==> src/rtl/maxpool_sequencer_if.sv <==
// rtl/maxpool_sequencer_if.sv - pixel, accumulator and pooled-word signals of the maxpool sequencer
interface maxpool_sequencer_if #(
  parameter int OUT_W = 5
);
  logic             iVALID;
  logic             iDATA;
  logic             oREADY;
  logic             oPoolReadEN;
  logic             oPoolWriteEN;
  logic             oPoolDATA;
  logic [6:0]       oPoolADDR;
  logic [OUT_W-1:0] iPoolDATA;
  logic             oVALID;
  logic [OUT_W-1:0] oDATA;
  logic             iREADY;
  logic [6:0]       oROW;

  modport master (
    input  iVALID, iDATA, iPoolDATA, iREADY,
    output oREADY, oPoolReadEN, oPoolWriteEN, oPoolDATA, oPoolADDR,
           oVALID, oDATA, oROW
  );

  modport slave (
    output iVALID, iDATA, iPoolDATA, iREADY,
    input  oREADY, oPoolReadEN, oPoolWriteEN, oPoolDATA, oPoolADDR,
           oVALID, oDATA, oROW
  );
endinterface

==> src/rtl/maxpool_sequencer.sv <==
// rtl/maxpool_sequencer.sv - sequences a binary max-pool accumulator over a raster pixel stream
module maxpool_sequencer #(
  parameter int IN_W = 10,
  parameter int IN_H = 10,
  parameter int POOL = 2
) (
  input  logic iCLK,
  input  logic iRSTn,
  input  logic iSTART,
  output logic oBUSY,
  output logic oDONE,
  maxpool_sequencer_if.master bus
);
  localparam int OUT_W = IN_W / POOL;
  localparam int COL_W = (IN_W > 1) ? $clog2(IN_W) : 1;
  localparam int ROW_W = $clog2(IN_H + 1);

  typedef enum logic [1:0] {IDLE, ACCUM, FLUSH, OUT} stateT;

  stateT            state;
  stateT            nextState;
  logic [COL_W-1:0] col;
  logic [ROW_W-1:0] row;
  logic [OUT_W-1:0] dataReg;
  logic [6:0]       rowReg;
  logic             doneReg;
  logic             accept;
  logic             lastCol;
  logic             lastRowOfPool;
  logic             lastWord;

  assign lastCol       = (col == COL_W'(IN_W - 1));
  assign lastRowOfPool = ((32'(row) % POOL) == POOL - 1);
  // row has already stepped past the final input row when the last word is shown
  assign lastWord      = (row == ROW_W'(IN_H));

  assign bus.oDATA = dataReg;
  assign bus.oROW  = rowReg;
  assign oDONE     = doneReg;
  assign oBUSY     = (state != IDLE);

  always_comb begin
    nextState        = state;
    accept           = 1'b0;
    bus.oREADY       = 1'b0;
    bus.oPoolReadEN  = 1'b0;
    bus.oPoolWriteEN = 1'b0;
    bus.oPoolDATA    = 1'b0;
    bus.oPoolADDR    = 7'd0;
    bus.oVALID       = 1'b0;
    case (state)
      IDLE: begin
        if (iSTART) nextState = ACCUM;
      end
      ACCUM: begin
        bus.oREADY = 1'b1;
        accept     = bus.iVALID;
        if (accept) begin
          bus.oPoolWriteEN = 1'b1;
          bus.oPoolDATA    = bus.iDATA;
          bus.oPoolADDR    = 7'(32'(col) / POOL);
          if (lastCol && lastRowOfPool) nextState = FLUSH;
        end
      end
      FLUSH: begin
        bus.oPoolReadEN = 1'b1;
        nextState       = OUT;
      end
      OUT: begin
        bus.oVALID = 1'b1;
        if (bus.iREADY) nextState = lastWord ? IDLE : ACCUM;
      end
      default: nextState = IDLE;
    endcase
  end

  always_ff @(posedge iCLK or negedge iRSTn) begin
    if (!iRSTn) begin
      state   <= IDLE;
      col     <= '0;
      row     <= '0;
      dataReg <= '0;
      rowReg  <= 7'd0;
      doneReg <= 1'b0;
    end else begin
      state   <= nextState;
      doneReg <= 1'b0;
      case (state)
        IDLE: begin
          if (iSTART) begin
            col    <= '0;
            row    <= '0;
            rowReg <= 7'd0;
          end
        end
        ACCUM: begin
          if (accept) begin
            if (lastCol) begin
              col <= '0;
              row <= row + 1'b1;
            end else begin
              col <= col + 1'b1;
            end
          end
        end
        // the accumulator clears on this same edge, so capture its row now
        FLUSH: dataReg <= bus.iPoolDATA;
        OUT: begin
          if (bus.iREADY) begin
            if (lastWord) doneReg <= 1'b1;
            else          rowReg  <= rowReg + 7'd1;
          end
        end
        default: ;
      endcase
    end
  end
endmodule

==> src/flat_wrapper.sv <==
// flat-port wrapper written by rule: the top's interface ports become plain ports
module maxpool_sequencer_flat 
#(
  parameter int IN_W = 10,
  parameter int IN_H = 10,
  parameter int POOL = 2
)
  (iCLK, iRSTn, iSTART, oBUSY, oDONE, bus_iVALID, bus_iDATA, bus_iPoolDATA, bus_iREADY, bus_oREADY, bus_oPoolReadEN, bus_oPoolWriteEN, bus_oPoolDATA, bus_oPoolADDR, bus_oVALID, bus_oDATA, bus_oROW);
  maxpool_sequencer_if #(.OUT_W((IN_W / POOL))) bus_i ();
  input  logic iCLK;
  input  logic iRSTn;
  input  logic iSTART;
  output logic oBUSY;
  output logic oDONE;
  input wire logic [$bits(bus_i.iVALID)-1:0] bus_iVALID;
  input wire logic [$bits(bus_i.iDATA)-1:0] bus_iDATA;
  input wire logic [$bits(bus_i.iPoolDATA)-1:0] bus_iPoolDATA;
  input wire logic [$bits(bus_i.iREADY)-1:0] bus_iREADY;
  output wire logic [$bits(bus_i.oREADY)-1:0] bus_oREADY;
  output wire logic [$bits(bus_i.oPoolReadEN)-1:0] bus_oPoolReadEN;
  output wire logic [$bits(bus_i.oPoolWriteEN)-1:0] bus_oPoolWriteEN;
  output wire logic [$bits(bus_i.oPoolDATA)-1:0] bus_oPoolDATA;
  output wire logic [$bits(bus_i.oPoolADDR)-1:0] bus_oPoolADDR;
  output wire logic [$bits(bus_i.oVALID)-1:0] bus_oVALID;
  output wire logic [$bits(bus_i.oDATA)-1:0] bus_oDATA;
  output wire logic [$bits(bus_i.oROW)-1:0] bus_oROW;
  assign bus_i.iVALID = bus_iVALID;
  assign bus_i.iDATA = bus_iDATA;
  assign bus_i.iPoolDATA = bus_iPoolDATA;
  assign bus_i.iREADY = bus_iREADY;
  assign bus_oREADY = bus_i.oREADY;
  assign bus_oPoolReadEN = bus_i.oPoolReadEN;
  assign bus_oPoolWriteEN = bus_i.oPoolWriteEN;
  assign bus_oPoolDATA = bus_i.oPoolDATA;
  assign bus_oPoolADDR = bus_i.oPoolADDR;
  assign bus_oVALID = bus_i.oVALID;
  assign bus_oDATA = bus_i.oDATA;
  assign bus_oROW = bus_i.oROW;
  maxpool_sequencer #(.IN_W(IN_W), .IN_H(IN_H), .POOL(POOL)) u_core (.iCLK(iCLK), .iRSTn(iRSTn), .iSTART(iSTART), .oBUSY(oBUSY), .oDONE(oDONE), .bus(bus_i));
endmodule
==> config.mk <==
export PLATFORM = sky130hd
export DESIGN_NAME = maxpool_sequencer_flat
export DESIGN_NICKNAME = d
export VERILOG_FILES = /design/src/rtl/maxpool_sequencer_if.sv /design/src/rtl/maxpool_sequencer.sv /design/src/flat_wrapper.sv
export SDC_FILE = /design/constraint.sdc
export NUM_CORES = 1
export LEC_CHECK = 0
export CORE_ASPECT_RATIO = 0.9
export CORE_MARGIN = 2
export CORE_UTILIZATION = 53
export CTS_BUF_LIST = sky130_fd_sc_hd__clkbuf_8
export DETAILED_ROUTE_END_ITERATION = 10
export PLACE_DENSITY_LB_ADDON = 0.1
export SYNTH_ARGS = -nofsm -noshare
export SYNTH_HDL_FRONTEND = slang
export SYNTH_SLANG_ARGS = --single-unit
==> constraint.sdc <==
create_clock -name iCLK -period 3.7 [get_ports iCLK]
set_input_delay 0.37 -clock iCLK [delete_from_list [all_inputs] [get_ports iCLK]]
set_output_delay 0.37 -clock iCLK [all_outputs]
set_load 0.005 [all_outputs]
==> results of run 1 <==
metrics by stage:
step,instances,hold WS (ps)
3_3_place_gp,192,488
5_1_grt,196,536
4_1_cts,196,522
6_report,196,515
2_1_floorplan,138,74.4
3_5_place_dp,192,502
Yosys cell counts (all sizes together), types with 2 or more instances:
library cell,number
nand3,6
and3,9
or3,4
o21ai,11
buf,5
a21oi,5
mux2,6
mux2i,2
ha,9
nand3b,2
nand2,9
o211ai,2
dfrtp,23
a21boi,2
nand4,2
o2bb2ai,2
nor2b,4
nand2b,4
inv,8
kinds of logic (layout without fill, tap and decap cells):
kind of cell | Yosys count | in the layout | share of synthesized area (%)
and+or+nand+nor | 47 | 47 | 20.2
adders and majority gates | 9 | 9 | 8.36
buffers and inverters | 14 | 44 | 5.11
AOI/OAI and AO/OA | 33 | 33 | 16.8
other | 1 | 4 | 0.278
DFF | 23 | 23 | 42.7
muxes | 8 | 8 | 6.50
power groups by stage:
stage          clock (W)  combinational, W  sequential, W
2_1_floorplan          0          0.000388       0.000404
3_3_place_gp           0          0.000606       0.000407
3_5_place_dp           0          0.000639       0.000416
4_1_cts         0.000160          0.000644       0.000411
5_1_grt         0.000171          0.000712       0.000425
6_report        0.000156          0.000643       0.000412
flip-flops by register name, indices dropped and copies added, names as in the netlist:
register	flops
u_core.bus.oDATA	5
u_core.col	4
u_core.oDONE	1
u_core.row	4
u_core.state	2
u_core.bus.oROW	7
worst max-delay path by stage:
| stage | start | to | slack [ps] | depth (start not counted) |
|---|---|---|---|---|
| 6_report | u_core.state[1] | bus_oPoolWriteEN | 1230 | 4 |
| 5_1_grt | u_core.state[1] | bus_oPoolWriteEN | 1120 | 4 |
| 4_1_cts | u_core.state[1] | bus_oPoolWriteEN | 1240 | 4 |
| 3_5_place_dp | u_core.state[1] | bus_oPoolWriteEN | 1550 | 4 |
| 3_3_place_gp | u_core.state[1] | bus_oPoolWriteEN | 1610 | 4 |
| 2_1_floorplan | u_core.state[0] | u_core.bus.oROW[4] | 1840 | 6 |
cell type report:
cell class	instances	area (um^2)	share of cell area, %
clock inverter	1	5.00	0.291
sequential	23	576	33.4
multi-input combinational	101	714	41.5
timing repair buffer	32	320	18.6
inverter	8	30.0	1.74
tap	28	35.0	2.03
clock buffer	3	41.3	2.40
cell usage in the layout (no fill, tap or decap), drive strengths merged, types with 3 or more instances in the layout:
cell and count:
clkdlybuf4s50 32, dfrtp 23, o21ai 11, and3 9, nand2 9, ha 9
inv 8, nand3 6, mux2 6, a21oi 5, nor2b 4, nand2b 4
or3 4, conb 4, clkbuf 3
worst max-delay path, delay by kind of cell, from the launching register on:
family / cells / cell delay, ps
adder cells (fa/ha/maj): 1 / 520
AND/OR/NAND/NOR: 1 / 270
flip-flops: 1 / 410
buffers and inverters: 2 / 650
metal layers:
| layer | GRT usage (%) | wire length (um) | vias up | share of wire (%) |
|---|---|---|---|---|
| li1 | - | - | 554 | - |
| met1 | 29.3 | 1310 | 562 | 44 |
| met2 | 36.8 | 1480 | 39 | 49 |
| met3 | 3.73 | 181 | 2 | 6.1 |
| met4 | 6.59 | 14 | 0 | 0.47 |
| met5 | 0 | 0 | - | 0 |
==> impl_metrics.toml, run 1 <==
[clock_tree]
cts_setup_buffers = 0
cts_tree = "yes"
cts_resized = 0
cts.path.max_buffers = 2
hold_buffers = 0
cts_buffers = 3
cts.sink_count = 23
cts_max_level = 1
clkLatencyLatePin_ps = 260
root_buffer = "clkbuf_8"
clkTransAtPathRegs_ps = 80

[worst_hold_path]
whs_endpoint = "u_core.bus.oDATA[0]"
hold_depth = 1
hold_start = "u_core.bus.oDATA[0]"
holdCritPathClass = "reg -> reg"

[logic_synthesis]
synth_top_area_cell = "dfrtp_1"
syn_avg_cell_area_um2 = 9.98
ys.flop_type = "dfrtp_1"
yosysSeqAreaShare_pct = 42.7
ys_ff_latch = 23
synth_edf_count = 0
synth.area.top_cells = "dfrtp_1, ha_1, and3_1, mux2_2, o21ai_1"
yosysWarnings = 0
synthDominantCellAreaShare_pct = 42.7
synthCells = 135
synth_cell_type_count = 43
async_reset_ff_share_pct = 100
netlist_area_um2 = 1350

[placed_design]
gp_congestion = 0.823
dp_hpwl_um = 2250
placed_cell_area_um2 = 1680
port_buffers = 32
place_ws_ps = 1550

[floorplan]
num_rows = 17
die_y_um = 51.8
fp.dieW_um = 57.2
dieArea_um2 = 2960
initial_core_util_pct = 55.6
core_area_um2 = 2420
ios = 37

[pwr]
p_comb_share_pct = 53.1
sequentialPowerShare_pct = 34.0
finalPower_w = 0.00121
switching_share_pct = 39.7
intPower_w = 0.000731
p_leak_nw = 0.780
ir_worst_vdd_v = 0.000436
clkPwrFrac_pct = 12.9
p_switching_w = 0.000480
power.density_nw_per_um2 = 703

[global_route]
grt.total_usage_pct = 21.9
grt_pass1_wl_um = 5000
antenna_found_initial = 0
grt_remaining_overflow = 0
grt_start_max_net_pins = 24
grt_pass1_vias = 1063

[timing]
grt_setup_unrepaired = "no"
fin_crit_sh_pct = 66.7
hold_viol_final = 0
clock_skew_ps = 2.61
worst_slack_ps = 1230
worst_pin_slew_ps = 1040
fmax_mhz = 405
tns_ps = 0
max-slew-margin-rel_pct = 30.3
final_max_slew_viol_count = 0
setup_viol = 0
period_minus_slack_ps = 2470

[critical_path]
crit-reg2reg-launch = "u_core.state[1]"
reg2regPathDepth = 6
cp_slowest_cell = "ha_1"
path_cells = "inv_1 -> ha_1 -> and2_1 -> clkdlybuf4s50_1"
worstPathArrival_ps = 2100
max_stage_delay_ps = 520
regToRegEndpoint = "u_core.row[1]"
critPathMaxFanout = 18
regToRegSetupSlack_ps = 1530
worstSetupPathType = "reg -> out"
cp-start-kind = "register"
crit_path_end_kind = "output pin"
crit_required_ps = 3330

[route]
ant_nets = 0
dr.first_iter.drc_count = 27
post-route-drc-count = 0
wl_um = 2990
dr.pass1.iters = 4
wl_per_cell_um = 15.2
routed_via_density = 5.90
dr_total_vias = 1157

[finish]
layout-drive-gt1-share_pct = 7.14
final_util_pct = 71.0
synthToLayoutAreaGrowth_pct = 27.8
fill_cells = 187
nets = 189
final_area_um2 = 1720
diodes = 0

[flow_run]
maxCapViolCount = 0

[outcome]
status = "completed"
Power figures use the tool's default switching activity.
==> run 2, diff against run 1 <==
--- a/config.mk
+++ b/config.mk
@@ -7,7 +7,7 @@
 export LEC_CHECK = 0
 export CORE_ASPECT_RATIO = 0.9
 export CORE_MARGIN = 2
-export CORE_UTILIZATION = 53
+export CORE_UTILIZATION = 49
 export CTS_BUF_LIST = sky130_fd_sc_hd__clkbuf_8
 export DETAILED_ROUTE_END_ITERATION = 10
 export PLACE_DENSITY_LB_ADDON = 0.1
==> constraint.sdc (replaced) <==
create_clock -name iCLK -period 2.4 [get_ports iCLK]
set_input_delay 0.24 -clock iCLK [delete_from_list [all_inputs] [get_ports iCLK]]
set_output_delay 0.24 -clock iCLK [all_outputs]
set_load 0.005 [all_outputs]
==> run 2 against run 1 <==
  * Worst setup slack worse by 970 ps
  * Largest cell class unchanged
  * Largest power group unchanged
  * Non-clock buffer count is 1 higher
  * Die area is 7.6% higher
  * Via count is 2.7% lower
  * Combinational power is 53% higher
  * Clock-buffer cell count stayed put
  * Final cell count is 1.5% higher
  * Critical path depth stayed put
  * Final area is 0.65% higher
  * Clock skew is 5.4 ps higher
==> impl_metrics.toml, run 2 (synthesized netlist as in run 1, its figures left out) <==
[clock_tree]
clkLatencyLatePin_ps = 260
cts_tree = "yes"
cts.path.max_buffers = 2
cts_max_level = 1
root_buffer = "clkbuf_8"
cts.sink_count = 23
clkTransAtPathRegs_ps = 80
cts_buffers = 3

[global_route]
grt_remaining_overflow = 0
grt.total_usage_pct = 19.5
grt_pass1_vias = 1061
grt_start_max_net_pins = 24
antenna_found_initial = 0
grt_pass1_wl_um = 4730

[timing]
final_max_slew_viol_count = 0
setup_viol = 0
clock_skew_ps = 7.99
fin_crit_sh_pct = 89.3
grt_setup_unrepaired = "no"
hold_viol_final = 0
period_minus_slack_ps = 2140
fmax_mhz = 467
tns_ps = 0

[route]
routed_via_density = 5.66
dr_total_vias = 1126
ant_nets = 0
dr.first_iter.drc_count = 25
post-route-drc-count = 0
wl_per_cell_um = 14.3
dr.pass1.iters = 4
wl_um = 2840

[pwr]
power.density_nw_per_um2 = 1070
ir_worst_vdd_v = 0.000548
p_leak_nw = 0.785

[outcome]
status = "completed"

[floorplan]
die_y_um = 53.8
initial_core_util_pct = 50.3
dieArea_um2 = 3190
ios = 37
core_area_um2 = 2680
num_rows = 18
fp.dieW_um = 59.3

[finish]
largest_register_ffs = 7
mostFrequentLayoutCell = "clkdlybuf4s50_1"
layout-drive-gt1-share_pct = 7.69
synthToLayoutAreaGrowth_pct = 28.6
nets = 190
final_area_um2 = 1730
diodes = 0
layout_common_cells = "clkdlybuf4s50_1, dfrtp_1, and3_1, o21ai_1, nand2_1"

[worst_hold_path]
holdCritPathClass = "in -> async"

[placed_design]
dp_hpwl_um = 2260
gp_congestion = 0.757
port_buffers = 32
placed_cell_area_um2 = 1690

[critical_path]
regToRegSetupSlack_ps = 390
critPathMaxFanout = 18
worstSetupPathType = "reg -> out"
cp-start-kind = "register"
worstPathArrival_ps = 1900
crit_path_end_kind = "output pin"
crit_required_ps = 2160
reg2regPathDepth = 6

[flow_run]
maxCapViolCount = 0
==> run 2: what timing repair did <==
| action | in CTS | in global routing |
|---|---|---|
| hold buffers | 0 | 0 |
| setup endpoints to repair | 0 | 5 |
| setup buffers | 0 | 0 |
| gates resized for setup | 0 | 1 |
==> run 2: where the power goes <==
group	leakage, nW	switching (W)	internal [W]
combinational	0.459	0.000481	0.000502
clock	0.0269	0.000118	0.000114
sequential	0.299	0.000122	0.000512
total	0.785	0.000721	0.00113
==> run 2: stage by stage <==
step / setup WS (ps) / utilization, % / hold WS [ps] / power [W] / cells
final: 257 / 64.7 / 319 / 0.00185 / 199
after global placement: 426 / 62.9 / 488 / 0.00157 / 195
after detailed placement: 300 / 62.9 / 495 / 0.00162 / 195
after global routing: 129 / 64.7 / 370 / 0.00202 / 199
after floorplan: 538 / - / -55.6 / 0.00122 / 138
after CTS: 75.9 / 64.6 / 330 / 0.00186 / 199
==> run 2: layout make-up <==
type	instances	area (um^2)
inverter	8	30.0
clock inverter	1	3.75
timing repair buffer	33	328
fill	227	947
tap	30	37.5
clock buffer	3	41.3
multi-input combinational	101	717
sequential	23	576
==> run 2: worst max-delay path: stages, from the launching register on <==
cell and delay [ps]:
dfrtp_1 400, inv_1 130, ha_2 380, and2_1 220, clkdlybuf4s50_1 520
==> run 2: routing by layer <==
| metal | GRT usage, % | vias up | wire length [um] |
|---|---|---|---|
| li1 | - | 555 | - |
| met1 | 27.1 | 547 | 1330 |
| met2 | 32.4 | 24 | 1380 |
| met3 | 3.13 | 0 | 125 |
| met4 | 3.79 | 0 | 0 |
| met5 | 0 | - | 0 |
==> run 2: final timing paths <==
path,from,endpoint
worst max-delay path,u_core.state[1],bus_oPoolWriteEN
worst min-delay path,iRSTn,u_core.bus.oROW[4]
worst max register to register,u_core.state[0],u_core.bus.oROW[4]
worst min register to register,u_core.bus.oDATA[2],u_core.bus.oDATA[2]
max in group asynchronous,iRSTn,u_core.col[2]
min in group iCLK,u_core.bus.oDATA[2],u_core.bus.oDATA[2]
